### src/rtl/seq_borrow_chain_subtractor.sv
`default_nettype none
// ============================================================================
// seq_borrow_chain_subtractor: multi-cycle a - b - Bin, DIGIT bits per clock,
// behind valid/ready. Optional SUB_ADD_MODE_EN adds an 'add' port (a + b + Bin).
// Revision: 1.0
// ============================================================================
module seq_borrow_chain_subtractor #(
    parameter int WIDTH = 16,
    parameter int DIGIT = 4
) (
    input  logic             clk,
    input  logic             rst_n,
    input  logic             in_valid,
    output logic             in_ready,
    input  logic [WIDTH-1:0] a,
    input  logic [WIDTH-1:0] b,
    input  logic             Bin,
`ifdef SUB_ADD_MODE_EN
    input  logic             add,
`endif
    output logic             out_valid,
    input  logic             out_ready,
    output logic [WIDTH-1:0] Diff,
    output logic             Bout,
    output logic             V
);

    localparam int N  = WIDTH / DIGIT;
    localparam int CW = (N > 1) ? $clog2(N) : 1;
    localparam logic [CW-1:0] LAST = CW'(N - 1);

    typedef enum logic [1:0] {
        IDLE = 2'd0,
        RUN  = 2'd1,
        DONE = 2'd2
    } state_t;

    state_t           state;
    state_t           state_nxt;
    logic [WIDTH-1:0] a_reg;
    logic [WIDTH-1:0] b_reg;
    logic             brw;
    logic [CW-1:0]    cnt;
    logic             add_reg;
    logic             accept;
    logic [DIGIT-1:0] a_dig;
    logic [DIGIT-1:0] b_dig;
    logic [DIGIT:0]   dig_res;
    logic             v_calc;
    int               lsb;

    assign accept = in_valid && in_ready;

`ifdef SUB_ADD_MODE_EN
    always_ff @(posedge clk or negedge rst_n) begin
        if (!rst_n) begin
            add_reg <= 1'b0;
        end else if (accept) begin
            add_reg <= add;
        end
    end
`else
    assign add_reg = 1'b0;
`endif

    always_ff @(posedge clk or negedge rst_n) begin
        if (!rst_n) begin
            state <= IDLE;
        end else begin
            state <= state_nxt;
        end
    end

    always_comb begin
        state_nxt = state;
        in_ready  = 1'b0;
        out_valid = 1'b0;
        case (state)
            IDLE: begin
                in_ready = 1'b1;
                if (in_valid) begin
                    state_nxt = RUN;
                end
            end
            RUN: begin
                if (cnt == LAST) begin
                    state_nxt = DONE;
                end
            end
            DONE: begin
                out_valid = 1'b1;
                if (out_ready) begin
                    state_nxt = IDLE;
                end
            end
            default: state_nxt = IDLE;
        endcase
    end

    // brw holds the borrow in subtract mode and the carry in add mode.
    always_comb begin
        lsb   = int'(cnt) * DIGIT;
        a_dig = a_reg[lsb +: DIGIT];
        b_dig = b_reg[lsb +: DIGIT];
        if (add_reg) begin
            dig_res = {1'b0, a_dig} + {1'b0, b_dig} + {{DIGIT{1'b0}}, brw};
            v_calc  = (a_reg[WIDTH-1] == b_reg[WIDTH-1]) &&
                      (dig_res[DIGIT-1] != a_reg[WIDTH-1]);
        end else begin
            dig_res = {1'b0, a_dig} - {1'b0, b_dig} - {{DIGIT{1'b0}}, brw};
            v_calc  = (a_reg[WIDTH-1] != b_reg[WIDTH-1]) &&
                      (dig_res[DIGIT-1] != a_reg[WIDTH-1]);
        end
    end

    always_ff @(posedge clk or negedge rst_n) begin
        if (!rst_n) begin
            a_reg <= '0;
            b_reg <= '0;
            brw   <= 1'b0;
            cnt   <= '0;
            Diff  <= '0;
            Bout  <= 1'b0;
            V     <= 1'b0;
        end else if (accept) begin
            a_reg <= a;
            b_reg <= b;
            brw   <= Bin;
            cnt   <= '0;
        end else if (state == RUN) begin
            Diff[lsb +: DIGIT] <= dig_res[DIGIT-1:0];
            brw                <= dig_res[DIGIT];
            cnt                <= cnt + CW'(1);
            // The last digit carries the result MSB, so flags resolve here.
            if (cnt == LAST) begin
                Bout <= dig_res[DIGIT];
                V    <= v_calc;
            end
        end
    end

endmodule
`default_nettype wire
### config.mk
export PLATFORM = sky130hd
export DESIGN_NAME = seq_borrow_chain_subtractor
export DESIGN_NICKNAME = d
export VERILOG_FILES = /design/src/rtl/seq_borrow_chain_subtractor.sv
export SDC_FILE = /design/constraint.sdc
export NUM_CORES = 1
export LEC_CHECK = 0
export CELL_PAD_IN_SITES_DETAIL_PLACEMENT = 1
export CELL_PAD_IN_SITES_GLOBAL_PLACEMENT = 2
export CORE_MARGIN = 4
export CORE_UTILIZATION = 33
export CTS_CLUSTER_DIAMETER = 200
export CTS_CLUSTER_SIZE = 12
export DETAILED_ROUTE_END_ITERATION = 8
export HOLD_SLACK_MARGIN = 0.1
export PLACE_DENSITY_LB_ADDON = 0.05
export SLEW_MARGIN = 15
export SYNTH_ARGS = -nofsm -noshare
export SYNTH_HDL_FRONTEND = slang
export SYNTH_SLANG_ARGS = --single-unit
### constraint.sdc
create_clock -name clk -period 3.86 [get_ports clk]
set_input_delay 0.579 -clock clk [delete_from_list [all_inputs] [get_ports clk]]
set_output_delay 0.579 -clock clk [all_outputs]
set_load 0.05 [all_outputs]
==> results by group, run 1 <==
Status
  – Status: completed

Routing
  – WL final: ~5600 um
  – DR iter-0 viols: 13
  – Via/cell ratio: around 4.8
  – Drt wl/cell: 15.71 um
  – Vias: 1686
  – Residual DRC: 0
  – Post-route ant nets: 0
  – DRT Pass-1 Iters: 4

Cells and area
  – Nets: between 300 and 400
  – Post-Route Utilization: 0.4503
  – Layout cells sized above 1: 0.2000
  – # fillers: approximately 800
  – Final Non-Filler Cells: 354
  – Diode count: 0
  – P&R area growth vs syn: 29.92%

Logic synthesis
  – Synth Flop Type: dfrtp_1
  – Top cell type's share of synthesized area: 0.5361
  – Yosys warns: 0
  – Post-Syn Instances: 196
  – Synth area leader: dfrtp_1
  – EDFF count, synth: 0
  – Synthesized area per cell: approximately 13 um^2
  – Unique masters post-synth: 27
  – Most frequent cell after synthesis: dfrtp_1
  – Synth top cells by count: dfrtp_1 (55), mux2_2 (32), nand2_1 (24)
  – Register area share after synthesis: 0.5361
  – Synth Register Bits: 55
  – Mapped cell area: 2567 um^2
  – Largest cells by area after synthesis: dfrtp_1 (54%), mux2_2 (14%), mux4_2 (5.3%)
  – Mapped Nets: between 200 and 250
  – Ys async rst share: 1.000

Worst setup path
  – Startpoint types: flip-flop
  – Top Family by Delay on Critical Path: simple AND/OR/NAND/NOR gates
  – WS Path Type: flip-flop to flip-flop
  – Crit-path max FO: 11
  – Worst setup path start: cnt[0]
  – Slowest cell on the critical path: dfrtp_1
  – Start of the worst register-to-register path: cnt[0]
  – CP endpoint kind: flip-flop
  – Crit path DAT: 3190 ps
  – Worst path cell trace: buf_4 > mux4_2 > ha_1 > inv_1 > ha_1 > xnor2_1 > or4b_1 > nand3_1
  – Worst stage delay on the critical path: 570 ps
  – Critical Path RT: 4100 ps
  – Most frequent CP cell: ha_1
  – Worst path buffer plus inverter count: 2

Placement
  – Detailed placer's ending HPWL: 4271 um
  – Port bufs: 56
  – Final GP Congestion: 0.7124
  – DP Cell Count: 346

Timing
  – FMAX: 339.0 MHz
  – Min cycle time layout: 2950 ps
  – Clock skew: between 5 and 6 ps
  – Setup_tns: 0 ps
  – Period Utilization, post-route: 0.7642
  – Slew HR: 0.4681
  – Setup violators final: 0
  – Slew Limit Fails: 0
  – RSZ-0062 raised after global routing: false
  – Fin. Hold Viols: 0
  – Tightest Pin Transition: approximately 800 ps

Clock network
  – Setup bufs post-CTS: 0
  – Sinks on the clock net: 55
  – Hold Buf Count CTS: 0
  – CTS tree: done
  – Clk Latency, worst-skew pair: 310 ps
  – CTS Root Cell: clkbuf_8
  – Clock transition at the registers of the reported paths: about 100 ps
  – CTS buffer count: 5
  – Clock Tree Buf Depth: 2
  – Post-cts resize count: 0
  – H-tree levels: 2

Global routing
  – Largest net degree at the start of global routing: 37
  – Global Route Usage Sum: 0.1299
  – First-pass GRT wire length: a little over 9000 um
  – Grt ovf: 0
  – Vias in the first global route: around 1900
  – Antenna violations before repair: 0

Hold path
  – Hold WC Path Type: primary input to asynchronous set/reset pin

Die
  – I/O pin count: between 50 and 60
  – CORE AREA: 7408 um^2
  – Die X-Extent: 96.21 um
  – Die Height: 96.21 um
  – Die Area: between 9000 and 10000 um^2
  – Std-Cell Rows: 31
  – Starting Density: 0.3466

Flow run
  – Max-Cap Viols: 0
==> metal layers <==
layer | GRT usage | vias to the layer above | share of wire
li1 | - | 804 | -
met1 | 0.1672 | 841 | 0.45
met2 | 0.2185 | 34 | 0.49
met3 | 0.02580 | 7 | 0.039
met4 | 0.04147 | 0 | 0.012
met5 | 0 | - | 0
==> worst paths after layout <==
path | to | slack [ps] | cells after the start
setup reg to reg | V | 910 | 8
hold / removal | b_reg[15] | 350 | 1
setup / recovery | V | 910 | 8
max in group asynchronous | b_reg[1] | 2760 | 2
hold reg to reg | Diff[8] | 480 | 2
min in group clk | Diff[8] | 480 | 2
==> final cells by class <==
| class | count | area, um^2 | share of cell area |
|---|---|---|---|
| multi-input combinational | 123 | 1116 | 0.3346 |
| sequential | 55 | 1376 | 0.4126 |
| clock inverter | 1 | 7.507 | 0.002251 |
| clock buffer | 7 | 96.34 | 0.02888 |
| tap | 99 | 123.9 | 0.03713 |
| timing repair buffer | 59 | 578.1 | 0.1733 |
| inverter | 10 | 37.54 | 0.01125 |
==> logic make-up after synthesis <==
logic type | Yosys count | synth area share
compound gates | 25 | 0.07164
xor+xnor | 3 | 0.01024
fa+ha+maj | 12 | 0.06433
buf+inv | 18 | 0.02924
flops | 55 | 0.5361
mux | 40 | 0.2135
simple gates | 43 | 0.07505
==> per-stage QoR <==
stage                     cell area [um^2]  setup slack (ps)  hold slack, ps
after floorplan                       2567             766.3           283.4
after global placement                3232             927.7           463.0
after detailed placement              3232             886.9           467.0
after CTS                             3336             851.5           374.2
after global routing                  3336             631.2           431.5
final                                 3336             910.0           350.7
==> layout by cell type (no fill, tap or decap), types with 2 or more instances in the layout <==
cell type	Yosys	layout
clkbuf_8	0	7
nor2_1	8	8
o21ai_0	4	4
mux4_2	6	6
fa_1	2	2
nand2b_1	4	4
o31ai_1	11	11
mux2_2	32	32
mux4_1	2	2
nor2b_1	2	2
dfrtp_1	55	55
clkdlybuf4s50_1	0	55
ha_1	10	10
buf_4	0	3
a22o_1	6	6
xnor2_1	3	3
nand2_1	24	24
inv_1	10	10
Power of run 1 is not shown: default switching activity piles up to over one toggle a cycle in this logic, so the estimate is an artifact.
==> inputs of run 2 (changes only) <==
==> constraint.sdc (replaced) <==
create_clock -name clk -period 2.8 [get_ports clk]
set_input_delay 0.42 -clock clk [delete_from_list [all_inputs] [get_ports clk]]
set_output_delay 0.42 -clock clk [all_outputs]
set_load 0.05 [all_outputs]
==> results by group, run 2 (same netlist as run 1, synthesis figures left out) <==
Worst setup path
  – Crit Reg-Reg Endpoint: V
  – Worst path cell trace: buf_4 > mux4_2 > ha_1 > inv_1 > ha_1 > xnor2_2 > or4b_1 > nand3_1
  – Crit-path max FO: 11
  – Crit path DAT: 2890 ps
  – Critical Path RT: 3040 ps
  – Start of the worst register-to-register path: cnt[0]
  – R2r setup slk: 160 ps
  – FF-to-FF path depth: 8
  – Slowest cell on the critical path: mux4_2
  – Startpoint types: flip-flop
  – WS Path Type: flip-flop to flip-flop
  – Most frequent CP cell: ha_1
  – CP endpoint kind: flip-flop
  – Worst stage delay on the critical path: around 510 ps
  – Worst setup path start: cnt[0]

Placement
  – Final GP Congestion: about 0.7
  – Detailed placer's ending HPWL: 4411 um
  – Port bufs: 56
  – DP Cell Count: ~350

Timing
  – Min cycle time layout: 2645 ps
  – Setup violators final: 0
  – Setup_tns: 0 ps
  – RSZ-0062 raised after global routing: false
  – Hold Slack: 485.6 ps
  – Period Utilization, post-route: 0.9446
  – Slew Limit Fails: 0
  – Fin. Hold Viols: 0
  – Slew HR: 0.6598
  – Clock skew: 8.883 ps
  – FMAX: 378.1 MHz
  – Tightest Pin Transition: 508.6 ps

Routing
  – Via/cell ratio: roughly 4.8
  – Post-route ant nets: 0
  – DRT Pass-1 Iters: 4
  – Residual DRC: 0
  – Drt wl/cell: 15.64 um
  – Vias: 1743
  – WL final: 5629 um
  – DR iter-0 viols: 19

Global routing
  – Largest net degree at the start of global routing: 36
  – Global Route Usage Sum: 0.1322
  – Vias in the first global route: 1862
  – Grt ovf: 0
  – Antenna violations before repair: 0
  – First-pass GRT wire length: 9246 um

Clock network
  – H-tree levels: 2
  – Clock Tree Buf Depth: 2
  – Setup bufs post-CTS: 0
  – CTS Root Cell: clkbuf_8
  – CTS tree: done
  – Clk Latency, worst-skew pair: a little over 300 ps
  – Post-cts resize count: 0
  – Sinks on the clock net: 55
  – Clock transition at the registers of the reported paths: 90 ps
  – CTS buffer count: 5

Die
  – Std-Cell Rows: 31
  – CORE AREA: 7408 um^2
  – I/O pin count: 57
  – Starting Density: 0.3466
  – Die Area: 9255 um^2
  – Die Height: 96.21 um
  – Die X-Extent: between 90 and 100 um

Cells and area
  – P&R area growth vs syn: 31.82%
  – Layout cells sized above 1: 0.2261
  – Diode count: 0
  – Most frequent cells in the layout: dfrtp_1 (55), clkdlybuf4s50_1 (55), mux2_2 (32)
  – Final Non-Filler Cells: 360
  – Area of the multi-input gates: 1126 um^2
  – Reg area: 1376 um^2
  – Nets: 310
  – # fillers: 800

Flow run
  – Max-Cap Viols: 0

Status
  – Status: completed

Hold path
  – Hold WC Path Type: primary input to asynchronous set/reset pin
## run 2: critical path: cells and delay by family (launching register included)
kind / cells / cell delay, ps
simple gates: 2 / 590
buf+inv: 2 / 260
xor+xnor: 1 / 150
flops: 1 / 450
fa+ha+maj: 2 / 620
mux: 1 / 510
## run 2: area by class of cell
cell class	count	share of cell area
Sequential cell	55	0.4067
Multi-Input combinational cell	123	0.3327
Timing Repair Buffer	66	0.1871
Tap cell	99	0.03660
Clock buffer	6	0.02440
Inverter	10	0.01109
Clock inverter	1	0.001479
## run 2: per-layer routing
metal  global-route usage  vias up  wire length, um
met4              0.04621        0               85
met1               0.1616      884             2402
met5                    0        -                0
met3              0.03206        5              253
met2               0.2260       34             2888
li1                     -      820                -
## run 2: stage by stage
step | instance area, um^2 | util | worst slack (ps)
finish | 3385 | 0.4568 | 155.0
global route | 3385 | 0.4568 | 32.37
CTS | 3385 | 0.4568 | 125.4
detailed placement | 3287 | 0.4437 | 155.0
global placement | 3287 | 0.4437 | 212.6
floorplan | 2599 | - | 23.53
## run 2: how the worst max path moves through the flow
stage | end | slack, ps | cells after the start
after floorplan | V | 20 | 10
after global placement | V | 210 | 8
after CTS | V | 130 | 8
after global routing | V | 30 | 8
after detailed placement | V | 160 | 8
final | V | 160 | 8
## run 2: repair_timing
item,4_1_cts,5_1_grt
endpoints found under the hold margin,7,0
hold buffers,1,0
endpoints found under the setup margin,0,0
Power of run 2 is left out for the same reason.
==> RTL edit (config.mk and constraints of run 2) <==
The 3 states of `state_t` get a one-hot encoding in 3 bits.
--- a/src/rtl/seq_borrow_chain_subtractor.sv
+++ b/src/rtl/seq_borrow_chain_subtractor.sv
@@ -31,6 +31,6 @@
 
-    typedef enum logic [1:0] {
-        IDLE = 2'd0,
-        RUN  = 2'd1,
-        DONE = 2'd2
+    typedef enum logic [2:0] {
+        IDLE = 3'b001,
+        RUN  = 3'b010,
+        DONE = 3'b100
     } state_t;
Behaviour: no difference found for any inputs over 10 cycles, from zero or initial values and one cycle with rst_n low; not proved beyond that.
==> RTL edit against run 2 <==
Synthesized area is 6.7% higher. Design area increased by 7.4%. Worst setup slack worse by 38 ps. Count of clock-buffer cells in the layout unchanged. Clock skew decreased by 2.1 ps. Die area increased by 6.2%. Final cell count is 5.6% higher. Wire length up 8.5%. Sequential cell count up 1.
==> RTL edit: results (changes against run 2) <==
\begin{tabular}{lr}
\hline
Metric & Value \\
\hline
\multicolumn{2}{l}{\textbf{Critical path}} \\
Capturing element of the worst setup path & Diff[11]\$\_DFFE\_PN0P\_ (was V\$\_DFFE\_PN0P\_) \\
Kind of cell adding the most delay to the critical path & simple AND/OR/NAND/NOR gates (was adder cells) \\
Reg2Reg Depth & 10 (was 8) \\
Cell with the largest stage delay on the worst path & sky130\_fd\_sc\_hd\_\_or4b\_4 (was sky130\_fd\_sc\_hd\_\_mux4\_2) \\
Crit-path max FO & 7 (was 11) \\
Arrival time at the worst endpoint & 2870 ps (was 2890 ps) \\
Setup slack, reg-to-reg & 120 ps (was 160 ps) \\
Slowest cell delay on critical path & 550 ps (was 510 ps) \\
\multicolumn{2}{l}{\textbf{Placed design}} \\
Routability congestion estimate & 0.810 (was 0.719) \\
\multicolumn{2}{l}{\textbf{Yosys}} \\
Most numerous cell types in the synthesized netlist & sky130\_fd\_sc\_hd\_\_dfrtp\_1, sky130\_fd\_sc\_hd\_\_nand2\_1, sky130\_fd\_sc\_hd\_\_mux2\_2, sky130\_fd\_sc\_hd\_\_mux2\_1, sky130\_fd\_sc\_hd\_\_o31ai\_1 (was sky130\_fd\_sc\_hd\_\_dfrtp\_1, sky130\_fd\_sc\_hd\_\_mux2\_2, sky130\_fd\_sc\_hd\_\_nand2\_1, sky130\_fd\_sc\_hd\_\_o31ai\_1) \\
Seq cells post-synth & 56 (was 55) \\
Sequential area share after synthesis & 51.2\% (was 53.6\%) \\
Synthesized Nets & 262 (was 245) \\
Count of unique library cells instantiated by Yosys & 38 (was 27) \\
\multicolumn{2}{l}{\textbf{Routing}} \\
Routed vias & 1857 (was 1743) \\
Routed len/inst & 16.1 µm (was 15.6 µm) \\
Detailed-route wire length on metal 1 & 2920 µm (was 2400 µm) \\
Pre-antenna DRT Iters & 4 (unchanged) \\
Initial DRC count & 51 (was 19) \\
Metal3 WL & 265 µm (was 253 µm) \\
Detail Route met2 WL & 2860 µm (was 2890 µm) \\
\multicolumn{2}{l}{\textbf{Layout}} \\
Share of cells above drive strength 1 & 18.3\% (was 22.6\%) \\
Buffer share of cell area & 17.9\% (was 18.7\%) \\
Non-clock buffers & 65 (was 66) \\
Layout clock area frac & 2.13\% (was 2.59\%) \\
FILL cells & 845 (was 800) \\
Proportion of cell area occupied by registers & 38.6\% (was 40.7\%) \\
\multicolumn{2}{l}{\textbf{Die}} \\
Core area & 7890 µm² (was 7410 µm²) \\
\multicolumn{2}{l}{\textbf{Timing}} \\
Normalized max-slew margin & 60.0\% (was 66.0\%) \\
FMAX & 373 MHz (was 378 MHz) \\
Final Skew & 6.83 ps (was 8.88 ps) \\
\multicolumn{2}{l}{\textbf{GRT}} \\
GR Util met1 & 18.0\% (was 16.2\%) \\
Grt met3 use & 2.59\% (was 3.21\%) \\
Met2 GRT Util & 21.6\% (was 22.6\%) \\
First-pass GRT wire length & 10300 µm (was 9250 µm) \\
\multicolumn{2}{l}{\textbf{Run status}} \\
Status & complete, no violations (unchanged) \\
\hline
\end{tabular}
==> RTL edit: cell types whose count changed in the layout (fill, tap and decap cells not counted), sizes merged, moves of 3 or more <==
cell,change
inv,+3
a22o,-6
nand2,+7
o31ai,+7
nand3b,+3
nand2b,-4
==> RTL edit: stage by stage <==
step / instances / util, %
2_1_floorplan: 213 / -
3_3_place_gp: 372 / 44.3
3_5_place_dp: 372 / 44.3
4_1_cts: 379 / 45.2
5_1_grt: 380 / 46.1
6_report: 380 / 46.1
==> RTL edit: logic make-up (layout without fill, tap and decap cells) <==
group | Yosys count | count (layout) | share of synthesized area (%)
xor gates and xnor gates | 2 | 2 | 0.639
muxes | 41 | 41 | 20.6
and+or+nand+nor | 54 | 54 | 10.2
buffers and inverters | 20 | 85 | 3.24
AOI/OAI and AO/OA | 28 | 28 | 8.08
DFF | 56 | 56 | 51.2
adders and majority gates | 12 | 12 | 6.03
